===== config.mk =====
export PLATFORM = sky130hd
export DESIGN_NAME = seg_scan_decoder
export DESIGN_NICKNAME = d
export VERILOG_FILES = /design/src/rtl/seg_scan_decoder.sv
export SDC_FILE = /design/constraint.sdc
export NUM_CORES = 1
export LEC_CHECK = 0
export BUFFER_PORTS_ARGS = -buffer_cell sky130_fd_sc_hd__buf_2
export CORE_AREA = 2 2 125 127
export DETAILED_ROUTE_END_ITERATION = 12
export DIE_AREA = 0 0 127 129
export MAX_ROUTING_LAYER = met4
export SETUP_SLACK_MARGIN = 0.05
export SLEW_MARGIN = 20
export SYNTH_ARGS = -nofsm -noshare
export SYNTH_HDL_FRONTEND = slang
export SYNTH_SLANG_ARGS = --single-unit

===== constraint.sdc =====
create_clock -name clk -period 3.15 [get_ports clk]
set_clock_uncertainty 0.1 [all_clocks]
set_input_delay 0.1575 -clock clk [delete_from_list [all_inputs] [get_ports clk]]
set_output_delay 0.1575 -clock clk [all_outputs]
set_load 0.02 [all_outputs]

===== src/rtl/seg_scan_decoder.sv =====
// Receive-side decoder for a multiplexed 7-segment scan bus: settles, decodes and reassembles 8-digit frames.
// Optional stale-frame watchdog is enabled by defining SEG_DEC_STALE_EN.
module seg_scan_decoder #(
    parameter int SETTLE_CYC = 4,
    parameter int SCAN_CYC   = 200001,
    parameter int STALE_CYC  = 100000000
) (
    input  logic        clk,
    input  logic        rst,
    input  logic [7:0]  seg_data,
    input  logic [7:0]  seg_which,
    output logic [31:0] frame_digits,
    output logic [7:0]  blank_mask,
    output logic        frame_valid,
    input  logic        frame_ready,
    output logic        code_err,
    output logic        overrun,
    output logic        stale
);

    localparam int SW = $clog2(SETTLE_CYC + 1);
    localparam int DW = $clog2(SCAN_CYC + 1);
    localparam logic [SW-1:0] SETTLE_HIT = SW'(SETTLE_CYC - 1);
    localparam logic [SW-1:0] SETTLE_MAX = SW'(SETTLE_CYC);
    localparam logic [DW-1:0] DWELL_LAST = DW'(SCAN_CYC - 1);
    localparam logic [3:0]    CODE_BLANK = 4'hE;
    localparam logic [3:0]    CODE_BAD   = 4'hF;

    function automatic logic [3:0] decode_seg(input logic [6:0] pat);
        logic [3:0] code;
        case ({pat, 1'b0})
            8'hFC:   code = 4'h0;
            8'h60:   code = 4'h1;
            8'hDA:   code = 4'h2;
            8'hF2:   code = 4'h3;
            8'h66:   code = 4'h4;
            8'hB6:   code = 4'h5;
            8'hBE:   code = 4'h6;
            8'hE0:   code = 4'h7;
            8'hFE:   code = 4'h8;
            8'hF6:   code = 4'h9;
            8'h02:   code = 4'hA;
            default: code = CODE_BAD;
        endcase
        return code;
    endfunction

    function automatic logic is_onehot(input logic [7:0] w);
        return (w != 8'h00) && ((w & (w - 8'h01)) == 8'h00);
    endfunction

    // seg_which bit 7 selects the leftmost digit (slot 0)
    function automatic logic [2:0] onehot_slot(input logic [7:0] w);
        logic [2:0] slot;
        slot = 3'd0;
        for (int i = 0; i < 8; i++) begin
            if (w[i]) begin
                slot = 3'(7 - i);
            end
        end
        return slot;
    endfunction

    logic [7:0]    prev_which_r;
    logic [6:0]    prev_seg_r;
    logic [SW-1:0] settle_cnt_r;
    logic [DW-1:0] dwell_cnt_r;
    logic          blank_run_r;
    logic [2:0]    ptr_r;
    logic [7:0]    fill_r;
    logic [7:0]    blank_r;
    logic [3:0]    buf_r [0:7];

    logic [31:0]   frame_digits_r;
    logic [7:0]    blank_mask_r;
    logic          frame_valid_r;
    logic          code_err_r;
    logic          overrun_r;

    logic          changed_s;
    logic          sample_s;
    logic          dwell_step_s;
    logic          wr_en_s;
    logic [2:0]    wr_slot_s;
    logic [3:0]    wr_code_s;
    logic          wr_blank_s;
    logic          err_s;
    logic [7:0]    slot_bit_s;
    logic [7:0]    fill_next_s;
    logic [7:0]    blank_next_s;
    logic          frame_done_s;
    logic          frame_full_s;
    logic [3:0]    buf_next_s [0:7];
    logic [31:0]   frame_next_s;
    logic          unused_dp_s;

    assign unused_dp_s = seg_data[0];

    // Settle detection: one sample per stable epoch, plus blank stepping while select is idle
    always_comb begin
        changed_s    = (seg_which != prev_which_r) || (seg_data[7:1] != prev_seg_r);
        sample_s     = !changed_s && (settle_cnt_r == SETTLE_HIT);
        dwell_step_s = blank_run_r && (seg_which == 8'h00) && !sample_s
                       && (dwell_cnt_r == DWELL_LAST);
    end

    // Select which slot is written this cycle and with what code
    always_comb begin
        wr_en_s    = 1'b0;
        wr_slot_s  = ptr_r;
        wr_code_s  = CODE_BLANK;
        wr_blank_s = 1'b0;
        err_s      = 1'b0;
        if (sample_s) begin
            if (seg_which == 8'h00) begin
                wr_en_s    = 1'b1;
                wr_slot_s  = ptr_r + 3'd1;
                wr_blank_s = 1'b1;
            end else if (is_onehot(seg_which)) begin
                wr_en_s   = 1'b1;
                wr_slot_s = onehot_slot(seg_which);
                wr_code_s = decode_seg(seg_data[7:1]);
                err_s     = (wr_code_s == CODE_BAD);
            end else begin
                err_s = 1'b1;
            end
        end else if (dwell_step_s) begin
            wr_en_s    = 1'b1;
            wr_slot_s  = ptr_r + 3'd1;
            wr_blank_s = 1'b1;
        end else begin
            wr_en_s = 1'b0;
        end
    end

    // Next-state of the working buffer, masks and the assembled frame image
    always_comb begin
        slot_bit_s   = 8'h80 >> wr_slot_s;
        fill_next_s  = fill_r;
        blank_next_s = blank_r;
        for (int i = 0; i < 8; i++) begin
            buf_next_s[i] = buf_r[i];
        end
        if (wr_en_s) begin
            fill_next_s           = fill_r | slot_bit_s;
            blank_next_s          = wr_blank_s ? (blank_r | slot_bit_s) : (blank_r & ~slot_bit_s);
            buf_next_s[wr_slot_s] = wr_code_s;
        end else begin
            fill_next_s = fill_r;
        end
        frame_done_s = wr_en_s && (wr_slot_s == 3'd7);
        frame_full_s = frame_done_s && (fill_next_s == 8'hFF);
        frame_next_s = 32'h0000_0000;
        for (int i = 0; i < 8; i++) begin
            frame_next_s[31 - 4 * i -: 4] = buf_next_s[i];
        end
    end

    // Settle and dwell counters
    always_ff @(posedge clk) begin
        if (rst) begin
            prev_which_r <= 8'h00;
            prev_seg_r   <= 7'h00;
            settle_cnt_r <= '0;
            dwell_cnt_r  <= '0;
            blank_run_r  <= 1'b0;
        end else begin
            prev_which_r <= seg_which;
            prev_seg_r   <= seg_data[7:1];
            if (changed_s) begin
                settle_cnt_r <= '0;
            end else if (settle_cnt_r != SETTLE_MAX) begin
                settle_cnt_r <= settle_cnt_r + SW'(1);
            end else begin
                settle_cnt_r <= settle_cnt_r;
            end
            if (seg_which != 8'h00) begin
                blank_run_r <= 1'b0;
                dwell_cnt_r <= '0;
            end else if (sample_s) begin
                blank_run_r <= 1'b1;
                dwell_cnt_r <= '0;
            end else if (blank_run_r) begin
                dwell_cnt_r <= dwell_step_s ? '0 : dwell_cnt_r + DW'(1);
            end else begin
                dwell_cnt_r <= dwell_cnt_r;
            end
        end
    end

    // Working buffer, fill/blank masks and position pointer
    always_ff @(posedge clk) begin
        if (rst) begin
            ptr_r   <= 3'd0;
            fill_r  <= 8'h00;
            blank_r <= 8'h00;
            for (int i = 0; i < 8; i++) begin
                buf_r[i] <= 4'h0;
            end
        end else begin
            if (wr_en_s) begin
                ptr_r <= wr_slot_s;
            end else begin
                ptr_r <= ptr_r;
            end
            fill_r  <= frame_done_s ? 8'h00 : fill_next_s;
            blank_r <= frame_done_s ? 8'h00 : blank_next_s;
            for (int i = 0; i < 8; i++) begin
                buf_r[i] <= buf_next_s[i];
            end
        end
    end

    // Output handoff: a held frame is never overwritten until accepted
    always_ff @(posedge clk) begin
        if (rst) begin
            frame_digits_r <= 32'h0000_0000;
            blank_mask_r   <= 8'h00;
            frame_valid_r  <= 1'b0;
            code_err_r     <= 1'b0;
            overrun_r      <= 1'b0;
        end else begin
            code_err_r <= err_s;
            overrun_r  <= 1'b0;
            if (frame_full_s && (!frame_valid_r || frame_ready)) begin
                frame_digits_r <= frame_next_s;
                blank_mask_r   <= blank_next_s;
                frame_valid_r  <= 1'b1;
            end else if (frame_full_s) begin
                overrun_r <= 1'b1;
            end else if (frame_valid_r && frame_ready) begin
                frame_valid_r <= 1'b0;
            end else begin
                frame_valid_r <= frame_valid_r;
            end
        end
    end

`ifdef SEG_DEC_STALE_EN
    localparam int TW = $clog2(STALE_CYC + 1);
    localparam logic [TW-1:0] STALE_MAX = TW'(STALE_CYC);
    localparam logic [TW-1:0] STALE_HIT = TW'(STALE_CYC - 1);

    logic [TW-1:0] stale_cnt_r;
    logic          stale_r;

    // Watchdog restarts on any slot-7 completion, complete or discarded
    always_ff @(posedge clk) begin
        if (rst) begin
            stale_cnt_r <= '0;
            stale_r     <= 1'b0;
        end else if (frame_done_s) begin
            stale_cnt_r <= '0;
            stale_r     <= 1'b0;
        end else begin
            if (stale_cnt_r != STALE_MAX) begin
                stale_cnt_r <= stale_cnt_r + TW'(1);
            end else begin
                stale_cnt_r <= stale_cnt_r;
            end
            if (stale_cnt_r == STALE_HIT) begin
                stale_r <= 1'b1;
            end else begin
                stale_r <= stale_r;
            end
        end
    end

    assign stale = stale_r;
`else
    localparam int unused_stale_cyc = STALE_CYC;
    assign stale = 1'b0;
`endif

    assign frame_digits = frame_digits_r;
    assign blank_mask   = blank_mask_r;
    assign frame_valid  = frame_valid_r;
    assign code_err     = code_err_r;
    assign overrun      = overrun_r;

endmodule


==> out/summary.txt, run 1 <==
Vias/cell - 5.12
Mapped cell area - 6080 sq um
Max Cap Viol - 0
Area leader, netlist - dfxtp_1
Synth Area per Inst - 9.46 sq um
Clock latency at the later pin of the worst-skew pair - 420 ps
Worst path bufs/invs - 2
Clk root buf - clkbuf_16
Count leader, synth - dfxtp_1
Drt first-iter violations - 238
Final #Nets - 775
R2r endpoint - frame_digits[2]$_SDFFE_PP0P_
I/O Pins - 63
Final Slew Violations - 0
Layout overhead on the synthesized area - 26.2%
Synth Net Count - 668
Combinational cell fraction of total power - 4.8%
Async set-reset flop share out of synthesis - 0%
Routed Antenna Nets - 0
Netlist cell types - 65
RSZ-0062 raised after global routing - true
Crit-path max FO - 32
Worst EP arrival - 3450 ps
Worst hold path class - input port to flop
CTS sink count - 130
Post-Place Cell Area - 6930 sq um
Fillers - 1408
M3 GR Usage - 4.49%
First-pass GRT wire length - 23400 um
Final Hold Viols - 0
CTS max path bufs - 2
Die width - 127 um
GRT Util Overall - 18.5%
Starting Density - 40.6%
Synth top cells by count - dfxtp_1 (130), nor2_1 (93), nor2b_1 (49), mux2i_1 (40), nand2_1 (34)
NetSw - 0.000876 W
Post-synthesis cell count - 643
Failing checks - negative setup slack
Max_slew headroom - 49.1%
I/O Buffers - 60
CTS HTree Levels - 4
Hold depth - 3
WL/cell - 14.9 um
Met1 track demand over resource - 22.2%
Routed via count - 4866
Core footprint - 15000 sq um
Die Span Y - 129 um
Yosys top cell area share - 42.8%
Vias in the first global route - 4915
Share of cells above drive strength 1 - 29.4%
Worst setup margin - -87.8 ps
Post-synth EDFFs - 0
# setup viols final - 31
Leak - 3.19 nW
Die ar. - 16400 sq um
Crit-path cells - ha_4 > ha_4 > nand4_1 > nor4_2 > buf_4 > and4b_1 > or3_1 > o41ai_2 > a31o_2 > or4b_4 > buf_12 > mux2_4
Hpwl dp - 10000 um
Post-synthesis sequential area ratio - 42.8%
Power share of the clock group - 52.1%
Total congestion overflow - 0
Worst reg2reg setup slack - -90 ps
Ys Warns - 0
TritonCTS clock tree - done
Ant diodes - 0
Clock transition at the registers of the reported paths - 60 ps
Yosys reg bits - 130
Drt drc - 0
GP Congestion - 0.841
Worst setup EP type - flop
Setup WS pre-CTS - -182 ps
Result of the run - complete, but fails checks
Met2 usage - 31.0%
Number of setup buffers added after CTS - 0
Top Family by Delay on Critical Path - simple AND/OR/NAND/NOR gates
Fmax - 309 MHz
Final Instance Area - 7680 sq um
R2R depth - 12
Hold-critical path endpoint - prev_seg_r[4]$_SDFF_PP0_
Peak supply drop - 0.425 mV
Largest net degree at the start of global routing - 74
Setup CP Type - flop to flop
Slowest Stage Delay on Critical Path - 480 ps
Tcrit/Tclk final - 103%
Sequential Power Share - 43.0%
Min Clock Period, post-route - 3240 ps
Pint - 0.00299 W
Initial antenna violation count - 0
Power Dens Cells - 503 nW/um^2
Total wire length - 14100 um
Router iterations before antenna repair - 5
HP Start - seg_data[5]
Layer with the highest usage - met2
RR Startpoint - settle_cnt_r[1]$_SDFFE_PP0P_
Critical Path Start Type - flop
Setup TNS - -2430 ps
Row Count - 45
Leading post-synthesis cells by cell area - dfxtp_1 (43%), mux2_4 (7.2%), mux2i_1 (6.6%), nor2_1 (5.7%), nor2b_1 (5.0%)
Worst slew pin tran - 763 ps
Number of buffers created by CTS - 17
Sw frac - 22.7%
Critical Path Most Common Cell - ha_4
CP required - 3360 ps
Primary FF master, synth - dfxtp_1
Final Power - 0.00386 W
Crit. Startpoint - settle_cnt_r[1]$_SDFFE_PP0P_
Critical path's slowest cell - or4b_4
[metal layers]
layer | vias to the layer above | part of all wire (%)
met5 | - | 0
met2 | 104 | 48
met3 | 17 | 4.2
li1 | 2431 | -
met1 | 2314 | 46
met4 | 0 | 1.3
[how the worst max path moves through the flow]
stage                                          endpoint  slack [ps]  depth (start not counted)
final                      frame_digits[2]$_SDFFE_PP0P_         -90                         12
after global routing       frame_digits[8]$_SDFFE_PP0P_        -250                         12
after CTS                 frame_digits[16]$_SDFFE_PP0P_         -90                         11
after floorplan           frame_digits[10]$_SDFFE_PP0P_        -200                         14
after global placement    frame_digits[14]$_SDFFE_PP0P_        -100                         12
after detailed placement  frame_digits[21]$_SDFFE_PP0P_        -180                         11
[worst min-delay path: stages]
cell and delay [ps]:
buf_2 100, buf_4 150, nor2b_1 130
[layout make-up]
cell class / count / area (sq um) / area share [%]
multi-input combinational: 455 / 3310 / 43.1
clock buffer: 18 / 429 / 5.59
sequential: 130 / 2610 / 33.9
timing repair buffer: 130 / 860 / 11.2
inverter: 16 / 60.1 / 0.782
tap: 188 / 235 / 3.06
clock inverter: 14 / 178 / 2.31
[timing repair]
action,in CTS,in global routing
resized for setup,6,8
setup endpoints to repair,37,49
pin swaps,0,0
hold buffers,7,0
endpoints found under the hold margin,7,0
gates cloned,0,0
[logic make-up (layout without fill, tap and decap cells)]
group | Yosys count | after routing | share of synthesized area (%)
AO/OA/AOI/OAI | 60 | 60 | 6.99
flip-flops | 130 | 130 | 42.8
AND/OR/NAND/NOR | 281 | 281 | 24.9
adder cells (fa/ha/maj) | 6 | 6 | 1.23
XOR/XNOR | 33 | 33 | 4.75
buffers and inverters | 58 | 178 | 4.61
other | 1 | 1 | 0.0616
multiplexers | 74 | 74 | 14.7
[power by group through the flow]
stage | sequential, W | combinational (W) | clock [W]
floorplan | 0.00170 | 0.000120 | 0
global placement | 0.00170 | 0.000172 | 0
detailed placement | 0.00170 | 0.000175 | 0
CTS | 0.00166 | 0.000184 | 0.00205
global route | 0.00166 | 0.000204 | 0.00213
finish | 0.00166 | 0.000187 | 0.00201
[cell usage in the layout, fill, tap and decap left out, types with 4 or more instances in the layout]
cell	netlist	layout
a31oi_1	4	4
clkinv_4	0	4
nand3_1	21	20
and3_1	9	8
a21oi_1	9	9
dlygate4sd3_1	0	7
ha_1	6	4
xnor2_1	18	15
buf_2	7	60
clkbuf_16	0	17
nand4_1	15	15
or3_1	5	5
dfxtp_1	130	128
nor4_2	3	4
mux2_4	29	32
xor2_1	15	15
buf_4	2	61
inv_6	0	4
o22ai_1	4	4
nand2b_1	7	7
inv_1	16	16
nand2_1	34	34
nor2_1	93	92
or2_2	4	4
o211ai_1	6	6
o21ai_0	12	12
and4b_1	4	4
nor2b_1	49	49
nor3_1	8	8
mux2i_1	40	40
[flip-flops by register name (all words and copies together), names as in the netlist, 7 cells and up]
| name | count |
|---|---|
| frame_digits | 32 |
| blank_mask | 8 |
| prev_seg_r | 7 |
| dwell_cnt_r | 18 |
| prev_which_r | 8 |
| blank_r | 8 |
| fill_r | 7 |
| buf_r | 32 |
[stage by stage]
step / std cells / hold WS (ps) / utilization [%]
after floorplan: 643 / 186 / -
after global placement: 912 / 325 / 46.3
after detailed placement: 912 / 343 / 46.3
after CTS: 951 / 35.2 / 51.0
after global routing: 951 / 83.6 / 51.3
final: 951 / 48.6 / 51.3
(Power assumes the default switching activity.)
==> run 2: changes to the inputs <==
==> constraint.sdc (replaced) <==
create_clock -name clk -period 3.9 [get_ports clk]
set_clock_uncertainty 0.1 [all_clocks]
set_input_delay 0.195 -clock clk [delete_from_list [all_inputs] [get_ports clk]]
set_output_delay 0.195 -clock clk [all_outputs]
set_load 0.02 [all_outputs]
==> out/summary.txt, run 2 (synthesis gave the netlist of run 1 again) <==
Worst EP arrival - 3830 ps (+380 ps)
TritonCTS clock tree - done
Routed via count - 4685 (-3.7%)
First-pass GRT wire length - 22700 um (-2.9%)
Die ar. - 16400 sq um (unchanged)
Clock transition at the registers of the reported paths - 50 ps (about the same)
Fillers - 1401 (-0.50%)
CTS HTree Levels - 4 (unchanged)
Result of the run - complete, no violations
Worst setup EP type - flop
Clock latency at the later pin of the worst-skew pair - 420 ps (about the same)
Starting Density - 40.6% (unchanged)
Leak - 2.95 nW (-7.5%)
Number of buffers created by CTS - 17 (unchanged)
Clk root buf - clkbuf_16
Peak supply drop - 0.277 mV (-35%)
Share of cells above drive strength 1 - 23.6% (-5.8 points)
Setup CP Type - input port to flop
Ant diodes - 0 (unchanged)
# setup viols final - 0 (-100%)
Routed Antenna Nets - 0 (unchanged)
RR Startpoint - settle_cnt_r[0]$_SDFFE_PP0P_
Worst hold path class - input port to flop
Final Slew Violations - 0 (unchanged)
I/O Buffers - 60 (unchanged)
Final #Nets - 728 (-6.1%)
CTS sink count - 130 (unchanged)
CP required - 4100 ps (+740 ps)
Most frequent cells in the layout - dfxtp_1 (130), nor2_1 (93), buf_2 (60)
Max_slew headroom - 47.9% (-1.2 points)
Vias in the first global route - 4704 (-4.3%)
Power Dens Cells - 431 nW/um^2 (-14%)
R2r endpoint - frame_digits[21]$_SDFFE_PP0P_
Drt drc - 0 (unchanged)
Row Count - 45 (unchanged)
Layout overhead on the synthesized area - 19.6%
GP Congestion - 0.889 (+5.7%)
Largest net degree at the start of global routing - 78 (+5.4%)
Tcrit/Tclk final - 92.9%
Final Instance Area - 7280 sq um (-5.2%)
Die Span Y - 129 um (unchanged)
Die width - 127 um (unchanged)
Max Cap Viol - 0 (unchanged)
Hpwl dp - 9350 um (-7.0%)
Vias/cell - 5.18 (+1.3%)
Critical Path Start Type - input port
Total congestion overflow - 0 (unchanged)
CTS max path bufs - 2 (unchanged)
Worst setup path endpoint - frame_digits[21]$_SDFFE_PP0P_
GRT Util Overall - 17.8% (-0.67 points)
R2R depth - 13 (+1)
Crit. Startpoint - seg_which[4]
Initial antenna violation count - 0 (unchanged)
I/O Pins - 63 (unchanged)
Most common cell after layout, fill and taps aside - dfxtp_1
Router iterations before antenna repair - 4 (-1)
Final Hold Viols - 0 (unchanged)
WL/cell - 15.2 um (+2.3%)
Drt first-iter violations - 305 (+28%)
Post-Place Cell Area - 6540 sq um (-5.7%)
Crit-path max FO - 16 (-50%)
Worst reg2reg setup slack - 320 ps (+410 ps)
Total wire length - 13800 um (-2.7%)
Setup TNS - 0 ps (+2430 ps)
Core footprint - 15000 sq um (unchanged)
RSZ-0062 raised after global routing - false
Fmax - 276 MHz
Worst slew pin tran - 781 ps (+18.3 ps)
Min Clock Period, post-route - 3620 ps
[run 2: metrics by stage]
step	setup WS (ps)	power (W)	util, %	hold WS (ps)	instances
after floorplan	509	0.00147	-	223	643
after global placement	296	0.00149	43.7	337	866
after detailed placement	228	0.00150	43.7	348	866
after CTS	118	0.00316	48.0	3.93	901
after global routing	134	0.00324	48.6	15.2	904
final	276	0.00314	48.6	13.8	904
[run 2: worst max-delay path: stages]
cell and delay [ps]:
dlygate4sd3_1 530, buf_2 180, nor4_2 480, o211ai_1 250, a21boi_4 270, o21ai_2 100
or3_1 360, o41ai_2 220, a31o_2 180, or4b_4 520, clkbuf_16 230, mux2_4 310
[run 2: final cells by class]
| class | count | area [sq um] | area share (%) |
|---|---|---|---|
| Timing Repair Buffer | 83 | 514 | 7.07 |
| Tap cell | 188 | 235 | 3.23 |
| Sequential cell | 130 | 2600 | 35.8 |
| Clock buffer | 20 | 437 | 6.00 |
| Clock inverter | 12 | 183 | 2.51 |
| Multi-Input combinational cell | 455 | 3250 | 44.6 |
| Inverter | 16 | 60.1 | 0.825 |
[run 2: report_power, final]
part / total, W / switching (W) / internal, W
clock network: 0.00166 / 0.000590 / 0.00107
registers: 0.00134 / 0.00000501 / 0.00134
logic: 0.000134 / 0.0000865 / 0.0000475
[run 2: timing repair]
item / 4_1_cts / 5_1_grt
setup buffers: 0 / 2
endpoints found under the hold margin: 3 / 0
gates resized for setup: 0 / 8
setup endpoints to repair: 0 / 32
hold buffers: 3 / 0
[run 2: worst min-delay path by stage]
stage,slack (ps),end,cells past startpoint,start
floorplan,220,prev_which_r[7]$_SDFF_PP0_,1,seg_which[7]
global placement,340,fill_r[4]$_SDFF_PP0_,2,fill_r[4]$_SDFF_PP0_
detailed placement,350,blank_r[0]$_SDFF_PP0_,1,blank_r[0]$_SDFF_PP0_
CTS,4,prev_which_r[2]$_SDFF_PP0_,2,seg_which[2]
global route,20,prev_which_r[6]$_SDFF_PP0_,2,seg_which[6]
finish,10,prev_which_r[6]$_SDFF_PP0_,2,seg_which[6]
[run 2: layer usage]
layer	GRT usage (%)	vias to the layer above	share of wire, %
met1	20.5	2232	46
met5	-	-	0
met3	4.82	19	3.8
met4	7.56	0	2.1
li1	-	2329	-
met2	29.5	105	49
==> run 3: changes to the inputs <==
--- a/config.mk
+++ b/config.mk
@@ -6,10 +6,11 @@
 export NUM_CORES = 1
 export LEC_CHECK = 0
 export BUFFER_PORTS_ARGS = -buffer_cell sky130_fd_sc_hd__buf_2
-export CORE_AREA = 2 2 125 127
+export CORE_AREA = 3 3 126 128
 export DETAILED_ROUTE_END_ITERATION = 12
-export DIE_AREA = 0 0 127 129
+export DIE_AREA = 0 0 129 131
 export MAX_ROUTING_LAYER = met4
+export REMOVE_ABC_BUFFERS = 1
 export SETUP_SLACK_MARGIN = 0.05
 export SLEW_MARGIN = 20
 export SYNTH_ARGS = -nofsm -noshare
==> constraint.sdc (replaced) <==
create_clock -name clk -period 3.9 [get_ports clk]
set_clock_uncertainty 0.1 [all_clocks]
set_input_delay 0.195 -clock clk [delete_from_list [all_inputs] [get_ports clk]]
set_output_delay 0.195 -clock clk [all_outputs]
set_load 0.005 [all_outputs]
==> out/summary.txt, run 3 (synthesis gave the netlist of run 1 again) <==
Leak - 2.99 nW (+1.3%)
Vias in the first global route - 4609 (-2.0%)
CTS max path bufs - 2 (unchanged)
Worst setup EP type - flop
Util after Layout - 49.0% (+0.38 points)
Layout overhead on the synthesized area - 20.5%
Routed Antenna Nets - 0 (unchanged)
Clock latency at the later pin of the worst-skew pair - 420 ps (about the same)
Max Cap Viol - 0 (unchanged)
I/O Pins - 63 (unchanged)
Tcrit/Tclk final - 94.3% (+1.3 points)
Share of cells above drive strength 1 - 24.1% (+0.53 points)
Total wire length - 13400 um (-2.7%)
I/O Buffers - 60 (unchanged)
Setup CP Type - input port to flop
WHS - 14.7 ps (+0.872 ps)
Worst reg2reg setup slack - 250 ps (-70 ps)
Combinational cell fraction of total power - 4.0% (-0.3 points)
NetSw - 0.000655 W (-3.9%)
Drt first-iter violations - 240 (-21%)
Total congestion overflow - 0 (unchanged)
Max_slew headroom - 45.1% (-2.8 points)
Worst hold path class - input port to flop
Router iterations before antenna repair - 4 (unchanged)
Core footprint - 15000 sq um (unchanged)
Hpwl dp - 9380 um (+0.33%)
Seq. cell area - 2600 sq um (unchanged)
Number of setup buffers added after CTS - 0 (unchanged)
Final Hold Viols - 0 (unchanged)
CTS HTree Levels - 4 (unchanged)
Starting Density - 40.6% (unchanged)
Initial antenna violation count - 1 (+1)
Post-Place Cell Area - 6630 sq um (+1.4%)
Pint - 0.00258 W (+5.2%)
Peak supply drop - 0.327 mV (+18%)
Largest net degree at the start of global routing - 69 (-12%)
Clk root buf - clkbuf_16
Power Dens Cells - 442 nW/um^2 (+2.4%)
Fin cells - 914 (+1.1%)
Drt drc - 0 (unchanged)
Row Count - 45 (unchanged)
Worst EP arrival - 3880 ps (+50 ps)
Die width - 129 um (+1.6%)
Fillers - 1396 (-0.36%)
RSZ-0062 raised after global routing - false
Clock transition at the registers of the reported paths - 50 ps (about the same)
GRT Util Overall - 17.3% (-0.56 points)
Sw frac - 20.2% (-1.5 points)
# setup viols final - 0 (unchanged)
Number of buffers created by CTS - 17 (unchanged)
GP Congestion - 0.861 (-3.1%)
Die Span Y - 131 um (+1.6%)
Final Slew Violations - 0 (unchanged)
Most common cell after layout, fill and taps aside - dfxtp_1
Final #Nets - 737 (+1.2%)
Most frequent cells in the layout - dfxtp_1 (130), nor2_1 (93), buf_2 (60)
Placed Cells - 878 (+1.4%)
Die ar. - 16900 sq um (+3.1%)
Critical Path Start Type - input port
Multi-input logic area - 3210 sq um (-1.1%)
Min Clock Period, post-route - 3680 ps (+51.9 ps)
WL/cell - 14.6 um (-3.8%)
TritonCTS clock tree - done
Crit-path max FO - 32 (+16)
Fmax - 272 MHz (-1.4%)
CP required - 4110 ps (about the same)
Sequential Power Share - 41.4% (-1.4 points)
Worst slew pin tran - 818 ps (+36.3 ps)
First-pass GRT wire length - 22600 um (-0.61%)
Vias/cell - 5.09 (-1.7%)
CTS sink count - 130 (unchanged)
Routed via count - 4656 (-0.62%)
Result of the run - complete, no violations
Final Instance Area - 7330 sq um (+0.77%)
Power share of the clock group - 54.5% (+1.6 points)
run 3: what timing repair did:
action,CTS,global route
endpoints found under the setup margin,0,31
endpoints found under the hold margin,3,0
gates resized for setup,0,1
hold buffers,3,0
run 3: layer usage:
layer	share of wire, %	vias up	track usage (%)
li1	-	2357	-
met1	48	2196	21.6
met2	47	88	27.4
met3	3.9	15	3.98
met4	1.2	0	6.36
met5	0	-	-
run 3: power groups by stage:
stage | logic, W | clock network (W) | registers, W
final | 0.000131 | 0.00177 | 0.00134
after global routing | 0.000144 | 0.00185 | 0.00134
after CTS | 0.000129 | 0.00180 | 0.00134
after detailed placement | 0.000125 | 0 | 0.00137
after global placement | 0.000123 | 0 | 0.00137
after floorplan | 0.0000633 | 0 | 0.00137
run 3: final timing paths:
kind / from / end / cells past startpoint
setup / recovery: seg_which[4] / frame_digits[13]$_SDFFE_PP0P_ / 13
setup reg to reg: settle_cnt_r[0]$_SDFFE_PP0P_ / frame_digits[13]$_SDFFE_PP0P_ / 13
hold / removal: seg_which[0] / prev_which_r[0]$_SDFF_PP0_ / 2
hold reg to reg: fill_r[4]$_SDFF_PP0_ / fill_r[4]$_SDFF_PP0_ / 2
run 3: per-stage QoR:
step | setup TNS, ps | power (W) | setup WS, ps
2_1_floorplan | -6370 | 0.00143 | -206
3_3_place_gp | 0 | 0.00149 | 306
3_5_place_dp | 0 | 0.00150 | 270
4_1_cts | 0 | 0.00327 | 187
5_1_grt | 0 | 0.00333 | 55.4
6_report | 0 | 0.00324 | 224
run 3: critical path, cell delays in order:
cell and delay (ps):
dlygate4sd3_1 530, buf_2 180, xnor2_1 310, nand4_1 170, nor4_2 230, buf_4 220
nand4_1 130, and3_1 240, nor4_1 270, a31o_2 200, or4b_2 630, buf_12 220
mux2_4 330
run 3: area by class of cell:
cell class / count / area share (%)
diodes: 1 / 0.0341
clock buffers: 23 / 6.65
clock inverters: 9 / 2.39
inverters: 16 / 0.819
multi-input cells: 455 / 43.8
flip-flops and latches: 130 / 35.5
well taps: 188 / 3.21
repair buffers: 92 / 7.64
